<file path="src/rtl/concat_unpacker.sv">
// concat_unpacker: serial receiver and field splitter for 8-bit words packed
// as {a[2:0], c, c, b[2:0]}. It collects one bit per accepted cycle, then
// splits the word into a/b/c, flags disagreement between the two c copies,
// and hands the result off through a valid/ready output handshake.
module concat_unpacker #(
  parameter bit MSB_FIRST = 1'b1,
  parameter int CNT_W     = 8
) (
  input  logic             clk,
  input  logic             rst,
  input  logic             sin,
  input  logic             sin_valid,
  output logic             sin_ready,
  output logic [2:0]       a,
  output logic             c,
  output logic [2:0]       b,
  output logic             rep_err,
  output logic             out_valid,
  input  logic             out_ready,
  output logic [CNT_W-1:0] frame_cnt
);

  typedef enum logic {
    SHIFT = 1'b0,
    HOLD  = 1'b1
  } state_t;

  state_t     state;
  logic [2:0] bit_cnt;
  logic [7:0] sreg;
  logic [7:0] word_next;

  // Word as it stands once the current bit is included; on the 8th accepted
  // bit this is the complete word, so the fields decode from it directly.
  assign word_next = MSB_FIRST ? {sreg[6:0], sin} : {sin, sreg[7:1]};

  // Handshake outputs depend only on the state register, so there is no
  // combinational path from sin/sin_valid to any output.
  assign sin_ready = (state == SHIFT);
  assign out_valid = (state == HOLD);

  // Receive FSM: shift bits in, register the decoded fields, hold for handoff.
  always_ff @(posedge clk) begin
    if (rst) begin
      // NOTE: sequential state uses non-blocking assignments so every register
      // samples pre-edge values; blocking here would create ordering races.
      state     <= SHIFT;
      bit_cnt   <= 3'd0;
      sreg      <= 8'd0;
      a         <= 3'd0;
      b         <= 3'd0;
      c         <= 1'b0;
      rep_err   <= 1'b0;
      frame_cnt <= '0;
    end else begin
      case (state)
        SHIFT: begin
          if (sin_valid) begin
            sreg <= word_next;
            if (bit_cnt == 3'd7) begin
              a       <= word_next[7:5];
              c       <= word_next[4];
              b       <= word_next[2:0];
              rep_err <= word_next[4] ^ word_next[3];
              bit_cnt <= 3'd0;
              state   <= HOLD;
            end else begin
              bit_cnt <= bit_cnt + 3'd1;
            end
          end
        end
        HOLD: begin
          // Input bits are ignored here; sin_ready is low while holding.
          if (out_ready) begin
            frame_cnt <= frame_cnt + {{(CNT_W-1){1'b0}}, 1'b1};
            state     <= SHIFT;
          end
        end
        default: state <= SHIFT;
      endcase
    end
  end

endmodule
</file>
<file path="config.mk">
export PLATFORM = sky130hd
export DESIGN_NAME = concat_unpacker
export DESIGN_NICKNAME = d
export VERILOG_FILES = /design/src/rtl/concat_unpacker.sv
export SDC_FILE = /design/constraint.sdc
export NUM_CORES = 1
export LEC_CHECK = 0
export BUFFER_PORTS_ARGS = -buffer_cell sky130_fd_sc_hd__buf_2
export CAP_MARGIN = 20
export CORE_ASPECT_RATIO = 0.8
export CORE_MARGIN = 2
export CORE_UTILIZATION = 34
export DETAILED_ROUTE_END_ITERATION = 6
export HOLD_SLACK_MARGIN = 0.08
export SETUP_SLACK_MARGIN = 0.15
export SYNTH_ARGS = -nofsm -noshare
export SYNTH_HDL_FRONTEND = slang
export SYNTH_SLANG_ARGS = --single-unit
</file>
<file path="constraint.sdc">
create_clock -name clk -period 1.58 [get_ports clk]
set_input_delay 0 -clock clk [delete_from_list [all_inputs] [get_ports clk]]
set_output_delay 0 -clock clk [all_outputs]
set_load 0.02 [all_outputs]
</file>
== After elaboration in Yosys (flattened, before gate mapping) ==
Index checks and enable logic that the tools add are counted.

* $add $sub $neg: 2
* $mul: 0
* Equal/unequal tests: 1
* Divide/modulo/power cells: 0
* Shift-type cells: 0
* Bitwise logic cells: 2
* Muxes and demuxes: 5
* Reduce and logical (&&, ||, !) cells: 3
* Magnitude comparators: 0

{| class="wikitable"
|+ Operators with widths
! kind !! count
|-
| adder 8 x 1 -> 8 bit, second input constant || 1
|-
| AND reduction 2 bit || 2
|-
| adder 3 x 1 -> 3 bit, second input constant || 1
|-
| == test 3 bit, second input constant || 1
|-
| 2-to-1 mux 1 bit || 3
|-
| 2-to-1 mux 3 bit || 1
|-
| AND reduction 3 bit || 1
|-
| case mux 1 bit (2 select lines) || 1
|-
| inverter 1 bit || 1
|-
| XOR 1 bit || 1
|}

* Input port bits: 5
* Bits in read-only memories: 0
* Output and inout bits: 18
* Register bits after elaboration: 27
* Memories: 0
* Word-level logic and storage cells: 21
* RAM bits: 0
* Latch bits: 0

== Logic depth before layout (Yosys ltp) ==
Gate-level depths: netlist of run 1.

* Depth in word-level cells: 4
* Depth in mapped cells: 6
* Mapped depth without buffers: 5

== Worst setup path after synthesis of run 1 ==
No wires, ideal clock.

* Kind: reg2reg
* Start: register state, in the netlist out_valid
* End: register frame_cnt[7]
* Period minus slack after synthesis: 1.397 ns
* Stages on the path, launching flop included: 5
* Setup time: 0.070 ns
* Arrival time: 1.327 ns
* Setup slack: 0.183 ns
* Cells stage by stage: dfxtp_1 buf_4 nand4_4 or4_1 a21oi_1

* Cells in the longest elaborated chain, start to end: 1

{| class="wikitable"
|+ RTL lines
! what !! line !! text
|-
| start, declared || 28 || <nowiki>state_t state;</nowiki>
|-
| start signal, assigned || 47 || <nowiki>state <= SHIFT;</nowiki>
|-
| start signal, assigned || 66 || <nowiki>state <= HOLD;</nowiki>
|-
| start signal, assigned || 76 || <nowiki>state <= SHIFT;</nowiki>
|-
| AND reduction 2 bit (no source line) || n/a ||
|-
| end signal, assigned || 75 || <nowiki>frame_cnt <= frame_cnt + {{(CNT_W-1){1'b0}}, 1'b1};</nowiki>
|-
| end, declared || 20 || <nowiki>output logic [CNT_W-1:0] frame_cnt</nowiki>
|}

No other way between the ends.
A chain may end at the register's enable or synchronous reset.

== Worst setup path after layout of run 1 ==
* Start: register frame_cnt[1]
* End: register frame_cnt[6]

* Cells in the longest elaborated chain, start to end: 1

{| class="wikitable"
|+ RTL lines
! what !! line
|-
| adder 8 x 1 -> 8 bit || 75
|}

No other way between the ends.

==> flow_metrics.env, run 1 <==
export IMPL_status="completed"
export IMPL_drc_errors=0
export IMPL_place_hpwl_um=1393
export IMPL_clock_latency_ps=270
export IMPL_antenna_cells=0
export IMPL_clk_pin_slew_ps=90
export IMPL_dieArea_mm2=0.003641
export IMPL_drt_initial_drc_count=49
export IMPL_gp_congestion=0.6830
export IMPL_grt_pass1_wl_um=3243
export IMPL_ys_warn_count=0
export IMPL_overflow=0
export IMPL_worstPathRequired_ps=1790
export IMPL_synthArstFlopShare_pct=0
export IMPL_fmax_mhz=746.1
export IMPL_power_density_mw_per_mm2=885.0
export IMPL_multi_input_area_um2=490.5
export IMPL_cts_root_buf="clkbuf_8"
export IMPL_cts_max_level=1
export IMPL_finalSetupViolCount=0
export IMPL_seq_area_frac_synth_pct=50.12
export IMPL_drv_cap=0
export IMPL_crit_arrival_ps=1550
export IMPL_syn_area_mm2=0.001079
export IMPL_synth_edff_count=0
export IMPL_tightest_slew_ps=478.7
export IMPL_avgRoutedWirePerCell_um=10.68
export IMPL_crit_path_cell_trace="ha_1, nand3_1, or3_1, a21oi_1"
export IMPL_register_area_um2=543.0
export IMPL_die_w_um=66.97
export IMPL_tns_ps=0
export IMPL_clockBufferDepth=2
export IMPL_hold_viol=0
export IMPL_slew_headroom_pct=68.09
export IMPL_synth_top_cell_by_area="dfxtp_1"
export IMPL_antenna_found_initial=0
export IMPL_peakVddDrop_uv=310.4
export IMPL_ant_nets=0
export IMPL_finalPower_mw=1.147
export IMPL_stdcell_count=192
export IMPL_ys_ff_latch=27
export IMPL_first_pass_iters=4
export IMPL_whs_ps=159.8
export IMPL_path_max_fanout=5
export IMPL_viasPerCell=4.656
export IMPL_rows=18
export IMPL_yosysTopAreaCellShare_pct=50.12
export IMPL_grt_pass1_vias=727
export IMPL_fill_cells=318
export IMPL_numPortBuffers=22
export IMPL_syn_nets=137
export IMPL_synth_most_common_cell="nand2_1"
export IMPL_die_h_um=54.38
export IMPL_grtUsageTotal_pct=12.08
export IMPL_netlist_instances=129
export IMPL_hold_class="in2reg"
export IMPL_cts_buffers=3
export IMPL_cp_slowest_stage_delay_ps=420
export IMPL_grt_start_max_net_pins=28
export IMPL_final_core_util_pct=42.32
export IMPL_rsz0062_at_grt="yes"
export IMPL_critPathKind="reg2reg"
export IMPL_nets=161
export IMPL_coreArea_mm2=0.003063
export IMPL_maxSlewViolCount=0
export IMPL_io_pins=23
export IMPL_leakagePower_nw=0.5151
export IMPL_drive_above_1_share_pct=21.05
export IMPL_synthTopCellsByCount="nand2_1, dfxtp_1, a21oi_1"
export IMPL_crit_path_end_kind="register"
export IMPL_vias=894
export IMPL_dpl_cell_count=185
export IMPL_cts_tree="done"
export IMPL_clock_skew_ps=1.681
export IMPL_numClockSinks=27
export IMPL_synth_main_ff_cell="dfxtp_1"
export IMPL_drt_total_wl_um=2051
export IMPL_crit_path_start_kind="register"
export IMPL_syn_avg_cell_area_um2=8.361
export IMPL_cpMaxStageDelayCell="dfxtp_1"
export IMPL_synthTopCellsByArea="dfxtp_1, a21oi_1, nand2_1"
export IMPL_initial_core_util_pct=35.21
export IMPL_fin_crit_sh_pct=84.83
export IMPL_finalCriticalPeriod_ps=1340
export IMPL_synthToLayoutAreaGrowth_pct=20.19
export IMPL_yosysUniqueCellTypes=22
[flip-flops by register name, indices dropped and copies added (netlist names)]
| name | flops |
|---|---|
| a | 3 |
| b | 3 |
| bit_cnt | 3 |
| c | 1 |
| frame_cnt | 8 |
| out_valid | 1 |
| rep_err | 1 |
| sreg | 7 |
[cells by family (layout without fill, tap and decap cells)]
| family | count (synthesis) | in the layout | share of synthesized area (%) |
|---|---|---|---|
| AO/OA/AOI/OAI | 29 | 29 | 13.69 |
| XOR/XNOR | 3 | 3 | 2.437 |
| adder cells (fa/ha/maj) | 3 | 3 | 3.481 |
| buffers and inverters | 11 | 34 | 4.409 |
| flip-flops | 27 | 27 | 50.12 |
| multiplexers | 1 | 1 | 0.9281 |
| AND/OR/NAND/NOR | 55 | 55 | 24.94 |
[cell usage in the layout, fill, tap and decap left out]
cell / instances
a21oi_1: 24
dfxtp_1: 25
or4_1: 1
nand3b_1: 2
or3_1: 4
nor2b_1: 1
o21ai_0: 4
xor2_1: 2
clkbuf_8: 3
nand4_4: 1
dfxtp_2: 2
ha_1: 3
o31ai_1: 1
nand2_1: 28
buf_4: 3
nor2_1: 4
dlygate4sd3_1: 2
nand2b_1: 2
buf_2: 22
nand4_1: 1
nand3_1: 11
mux2i_1: 1
clkinvlp_4: 1
inv_1: 3
xnor2_1: 1
[worst paths after layout]
check / startpoint / endpoint / slack (ps) / cells after the start
max: frame_cnt[1]$_SDFFE_PP0P_ / frame_cnt[6]$_SDFFE_PP0P_ / 240 / 4
min: rst / frame_cnt[2]$_SDFFE_PP0P_ / 160 / 2
max reg2reg: frame_cnt[1]$_SDFFE_PP0P_ / frame_cnt[6]$_SDFFE_PP0P_ / 240 / 4
min reg2reg: rep_err$_SDFFE_PP0P_ / rep_err$_SDFFE_PP0P_ / 450 / 2
[per-layer routing]
metal	routed length [µm]	GRT usage (%)	part of all wire, %
met1	1085	16.92	53
met2	917	17.50	45
met3	49	2.058	2.4
met4	0	7.143	0
met5	0	0	0
[through the flow]
stage,setup WS (ps),area (µm²)
2_1_floorplan,182.8,1079
3_3_place_gp,254.9,1217
3_5_place_dp,220.4,1217
4_1_cts,192.8,1286
5_1_grt,96.89,1296
6_report,239.6,1296
[cell type report]
type / count / area share, %
clock inverters: 1 / 0.5792
inverters: 3 / 0.8687
flip-flops and latches: 27 / 41.89
multi-input cells: 91 / 37.84
well taps: 40 / 3.861
repair buffers: 27 / 11.78
clock buffers: 3 / 3.185
[power breakdown]
group	total, mW	leakage (nW)	internal, mW	switching [mW]
logic	0.0490	0.274	0.0176	0.0314
clock network	0.406	0.0217	0.179	0.227
registers	0.692	0.219	0.687	0.00504
[worst max-delay path, delay by kind of cell (launching register included)]
family          cells  cell delay, ps
simple gates        2             540
flops               1             420
fa+ha+maj           1             170
compound gates      1             140
[repair_timing]
action	4_1_cts	5_1_grt
endpoints found under the setup margin	0	11
buffers inserted	0	1
hold buffers	2	0
gates resized for setup	0	2
hold endpoints to repair	4	0
Power figures use the tool's default switching activity.
==> run 2, diff against run 1 <==
==> constraint.sdc (replaced) <==
create_clock -name clk -period 1.31 [get_ports clk]
set_input_delay 0 -clock clk [delete_from_list [all_inputs] [get_ports clk]]
set_output_delay 0 -clock clk [all_outputs]
set_load 0.02 [all_outputs]
==> run 2 against run 1 <==
  * Total power grew 19%
  * Die area is the same
  * Sequential share of layout area shrank 3.0 points
  * Clock skew grew 5.4 ps
  * Non-clock buffer count grew 8
  * Via count grew 11%
  * Global-route usage grew 1.7 points
  * Flip-flop and latch count is the same
  * Register-to-register slack lost 120 ps
  * First-iteration DRC count shrank 35%
==> flow_metrics.env, run 2 (synthesis gave the netlist of run 1 again) <==
export IMPL_drc_errors=0
export IMPL_drt_total_wl_um=2346
export IMPL_swShare_pct=21.68
export IMPL_p_switching_mw=0.2968
export IMPL_grt_pass1_vias=856
export IMPL_tns_ps=0
export IMPL_vias=988
export IMPL_finalPower_mw=1.369
export IMPL_drt_initial_drc_count=32
export IMPL_path_max_fanout=6
export IMPL_cts_root_buf="clkbuf_8"
export IMPL_finalCriticalPeriod_ps=1194
export IMPL_critPathKind="reg2reg"
export IMPL_seq_power_share_pct=60.8
export IMPL_grtUsageTotal_pct=13.77
export IMPL_combPwrFrac_pct=5.4
export IMPL_crit_path_start_kind="register"
export IMPL_slew_headroom_pct=67.16
export IMPL_place_hpwl_um=1464
export IMPL_multi_input_area_um2=536.8
export IMPL_crit_start="frame_cnt[0]$_SDFFE_PP0P_"
export IMPL_hold_viol=0
export IMPL_clk_pin_slew_ps=80
export IMPL_grt_start_max_net_pins=28
export IMPL_synthToLayoutAreaGrowth_pct=32.83
export IMPL_p_int_mw=1.072
export IMPL_numPortBuffers=22
export IMPL_maxSlewViolCount=0
export IMPL_rsz0062_at_grt="yes"
export IMPL_hold_class="in2reg"
export IMPL_die_h_um=54.38
export IMPL_peakVddDrop_uv=456.6
export IMPL_tightest_slew_ps=492.7
export IMPL_worstPathRequired_ps=1510
export IMPL_cts_tree="done"
export IMPL_hold_start="out_ready"
export IMPL_io_pins=23
export IMPL_mostFrequentLayoutCell="nand2_1"
export IMPL_clockBufferDepth=2
export IMPL_crit_path_end_kind="register"
export IMPL_status="completed"
export IMPL_drive_above_1_share_pct=32.50
export IMPL_crit_arrival_ps=1400
export IMPL_fmax_mhz=837.6
export IMPL_drv_cap=0
export IMPL_dieArea_mm2=0.003641
export IMPL_finalSetupViolCount=0
export IMPL_cts_max_level=1
export IMPL_register_area_um2=556.8
export IMPL_leakagePower_nw=0.5648
export IMPL_initial_core_util_pct=35.21
export IMPL_viasPerCell=4.940
export IMPL_clock_skew_ps=7.098
export IMPL_cts_buffers=3
export IMPL_antenna_found_initial=0
export IMPL_fill_cells=330
export IMPL_power_density_mw_per_mm2=955.4
export IMPL_avgRoutedWirePerCell_um=11.73
export IMPL_coreArea_mm2=0.003063
export IMPL_grt_pass1_wl_um=3753
export IMPL_rows=18
export IMPL_gp_congestion=0.7502
export IMPL_largest_reg_flops=8
export IMPL_ant_nets=0
export IMPL_clock_latency_ps=270
export IMPL_largest_register="frame_cnt"
export IMPL_die_w_um=66.97
export IMPL_fin_crit_sh_pct=91.14
export IMPL_layout_common_cells="nand2_1, a21oi_1, buf_2, dfxtp_1, nand3_1"
export IMPL_numClockSinks=27
export IMPL_overflow=0
export IMPL_crit_reg2reg_launch="frame_cnt[0]$_SDFFE_PP0P_"
export IMPL_antenna_cells=0
export IMPL_place_worst_setup_slack_ps=-19.15
export IMPL_nets=169
export IMPL_clockPowerShare_pct=33.8
export IMPL_reg_top3="frame_cnt: 8 flops, sreg: 7 flops"
export IMPL_first_pass_iters=4
export IMPL_setup_slack_ps=116.1
run 2: final timing paths:
check                                                  to  slack (ps)  cells after the start
worst max register to register  frame_cnt[7]$_SDFFE_PP0P_         120                      3
worst min-delay path                 out_valid$_SDFF_PP0_         110                      3
worst min register to register          b[1]$_SDFFE_PP0P_         460                      2
worst max-delay path            frame_cnt[7]$_SDFFE_PP0P_         120                      3
run 2: area by class of cell:
cell class                 instances  area share [%]
multi-input combinational         91           37.47
clock buffer                       4           3.144
timing repair buffer              35           16.24
sequential                        27           38.86
tap                               40           3.493
inverter                           3          0.7860
run 2: repair_timing:
action / in CTS / in global routing
resized for setup: 9 / 6
setup buffers: 8 / 1
pin swaps: 9 / 6
endpoints found under the hold margin: 3 / 0
hold buffers: 2 / 0
endpoints found under the setup margin: 14 / 15
gates cloned: 0 / 0
run 2: worst max-delay path, stage by stage, from the launching register on:
cell     delay, ps
dfxtp_4        380
nand4_4        130
or4_4          500
a21oi_2        120
run 2: power groups by stage:
stage               clock [mW]  sequential [mW]  combinational (mW)
global route             0.503            0.833              0.0829
floorplan                    0            0.847              0.0413
global placement             0            0.848              0.0593
finish                   0.463            0.832              0.0736
detailed placement           0            0.848              0.0610
CTS                      0.473            0.832              0.0726
run 2: metrics by stage:
stage | hold slack [ps] | util [%] | std cells | cell area, µm²
3_3_place_gp | 266.4 | 40.60 | 185 | 1244
6_report | 113.7 | 46.77 | 200 | 1433
3_5_place_dp | 267.2 | 40.60 | 185 | 1244
5_1_grt | 129.0 | 46.77 | 200 | 1433
4_1_cts | 85.63 | 45.96 | 199 | 1408
2_1_floorplan | 136.0 | - | 129 | 1111
run 2: routing by layer:
metal	GRT usage (%)	vias to the layer above	wire, µm
met3	2.469	4	80
met1	17.30	470	1097
met4	5.102	0	31
met5	0	-	0
li1	-	497	-
met2	24.00	17	1136
==> run 3, diff against run 2 <==
==> constraint.sdc (replaced) <==
create_clock -name clk -period 1.31 [get_ports clk]
set_input_delay 0.1965 -clock clk [delete_from_list [all_inputs] [get_ports clk]]
set_output_delay 0.1965 -clock clk [all_outputs]
set_load 0.02 [all_outputs]
==> run 3 against run 2 <==
  * Global-route usage is 0.40 points lower
  * Count of clock-buffer cells in the layout stayed put
  * Clock power is 1% lower
  * Utilization is 0.57 points higher
  * Fmax hardly changed
  * Cell area is 1.2% higher
  * Non-clock buffer count is 2 lower
  * Critical path depth stayed put
  * Critical path type unchanged
==> flow_metrics.env, run 3 (synthesis gave the netlist of run 1 again) <==
export IMPL_status="completed"
export IMPL_hold_viol=0
export IMPL_dieArea_mm2=0.003641
export IMPL_maxSlewViolCount=0
export IMPL_viasPerCell=5.015
export IMPL_drt_initial_drc_count=29
export IMPL_stdcell_count=198
export IMPL_largest_register="frame_cnt"
export IMPL_timing_rr_end="frame_cnt[7]$_SDFFE_PP0P_"
export IMPL_rsz0062_at_grt="yes"
export IMPL_path_max_fanout=6
export IMPL_nets=167
export IMPL_tns_ps=0
export IMPL_crit_path_start_kind="register"
export IMPL_holdPathStages=3
export IMPL_tightest_slew_ps=529.0
export IMPL_clockBufferDepth=2
export IMPL_crit_start="frame_cnt[0]$_SDFFE_PP0P_"
export IMPL_crit_reg2reg_launch="frame_cnt[0]$_SDFFE_PP0P_"
export IMPL_numPortBuffers=22
export IMPL_finalCriticalPeriod_ps=1193
export IMPL_clk_pin_slew_ps=90
export IMPL_rows=18
export IMPL_worstPathRequired_ps=1510
export IMPL_critPathTopFamily="simple AND/OR/NAND/NOR gates"
export IMPL_r2r_setup_slack_ps=120
export IMPL_dpl_cell_count=185
export IMPL_finalSetupViolCount=0
export IMPL_fill_cells=322
export IMPL_cts_max_level=1
export IMPL_antenna_found_initial=0
export IMPL_cp_slowest_stage_delay_ps=500
export IMPL_mostFrequentLayoutCell="nand2_1"
export IMPL_avgRoutedWirePerCell_um=12.16
export IMPL_cts_buffers=3
export IMPL_drive_above_1_share_pct=36.08
export IMPL_grt_pass1_vias=844
export IMPL_critPathKind="reg2reg"
export IMPL_power_density_mw_per_mm2=937.9
export IMPL_die_h_um=54.38
export IMPL_grtUsageTotal_pct=13.36
export IMPL_ant_nets=0
export IMPL_coreArea_mm2=0.003063
export IMPL_rr_worst_depth=3
export IMPL_cts_tree="done"
export IMPL_worstHoldEndpoint="sreg[0]$_SDFFE_PP0P_"
export IMPL_crit_path_end_kind="register"
export IMPL_synthToLayoutAreaGrowth_pct=34.45
export IMPL_antenna_cells=0
export IMPL_fin_crit_sh_pct=91.10
export IMPL_peakVddDrop_uv=447.4
export IMPL_crit_arrival_ps=1390
export IMPL_fmax_mhz=838.0
export IMPL_largest_reg_flops=8
export IMPL_overflow=0
export IMPL_cpMaxStageDelayCell="or4_4"
export IMPL_layout_common_cells="nand2_1, buf_2, a21oi_1, dfxtp_1"
export IMPL_first_pass_iters=4
export IMPL_clock_skew_ps=5.047
export IMPL_drt_total_wl_um=2408
export IMPL_grt_start_max_net_pins=28
export IMPL_drv_cap=0
export IMPL_gp_congestion=0.7502
export IMPL_clock_latency_ps=270
export IMPL_grt_pass1_wl_um=3657
export IMPL_numClockSinks=27
export IMPL_leakagePower_nw=0.5545
export IMPL_reg_top3="frame_cnt: 8 flops, sreg: 7 flops"
export IMPL_path_buf_inv=0
export IMPL_hold_start="sin"
export IMPL_finalPower_mw=1.360
export IMPL_drc_errors=0
export IMPL_ctsHoldBuffers=0
export IMPL_hold_class="in2reg"
export IMPL_final_core_util_pct=47.34
export IMPL_place_hpwl_um=1464
export IMPL_die_w_um=66.97
export IMPL_vias=993
export IMPL_cts_root_buf="clkbuf_8"
export IMPL_io_pins=23
export IMPL_initial_core_util_pct=35.21
export IMPL_crit_path_cell_trace="nand4_4, or4_4, a21oi_2"
export IMPL_slew_headroom_pct=64.73
## run 3: changes by cell type in the layout (fill, tap and decap cells not counted), moves of 2 or more
| cell | delta |
|---|---|
| a21oi_1 | -3 |
| a21oi_2 | +3 |
| buf_2 | -2 |
| buf_4 | +2 |
| dlygate4sd3_1 | -2 |
## run 3: layer usage
metal	vias up	global-route usage (%)	share of wire (%)	wire length, µm
met5	-	0	0	0
met4	0	5.102	2.9	70
met3	8	2.469	2.6	62
met2	15	24.17	51	1227
met1	477	16.03	44	1048
li1	493	-	-	-
## run 3: per-stage QoR
| step | area [µm²] | hold slack, ps | setup slack [ps] |
|---|---|---|---|
| 2_1_floorplan | 1111 | 332.5 | 65.76 |
| 3_3_place_gp | 1244 | 440.1 | 43.77 |
| 3_5_place_dp | 1244 | 445.4 | -19.15 |
| 4_1_cts | 1380 | 175.0 | 122.3 |
| 5_1_grt | 1450 | 201.3 | 53.09 |
| 6_report | 1450 | 178.4 | 116.6 |
## run 3: worst register-to-register path, delay by kind of cell, from the launching register on
family	cells	cell delay, ps
and+or+nand+nor	2	630
DFF	1	380
AOI/OAI and AO/OA	1	120
## run 3: worst max path at each step
stage,end,slack (ps),cells after the start
after global placement,c$_SDFFE_PP0P_,40,5
final,frame_cnt[7]$_SDFFE_PP0P_,120,3
after global routing,b[0]$_SDFFE_PP0P_,50,6
after detailed placement,a[0]$_SDFFE_PP0P_,-20,5
after CTS,frame_cnt[6]$_SDFFE_PP0P_,120,4
after floorplan,frame_cnt[7]$_SDFFE_PP0P_,70,4
## run 3: area by class of cell
type | instances | area [µm²] | share of cell area [%]
multi-input cells | 91 | 568.0 | 39.17
flip-flops and latches | 27 | 558.0 | 38.48
repair buffers | 33 | 217.7 | 15.01
well taps | 40 | 50.05 | 3.451
clock buffers | 4 | 45.04 | 3.106
inverters | 3 | 11.26 | 0.7765
## run 3: repair_timing
item | CTS | global route
setup buffers | 7 | 2
gates resized for setup | 9 | 15
pin swaps | 9 | 10
endpoints found under the setup margin | 14 | 17
## run 3: power breakdown
group,internal [mW],leakage (nW),switching [mW]
combinational,0.0269,0.309,0.0436
sequential,0.824,0.223,0.00808
clock,0.217,0.0228,0.241
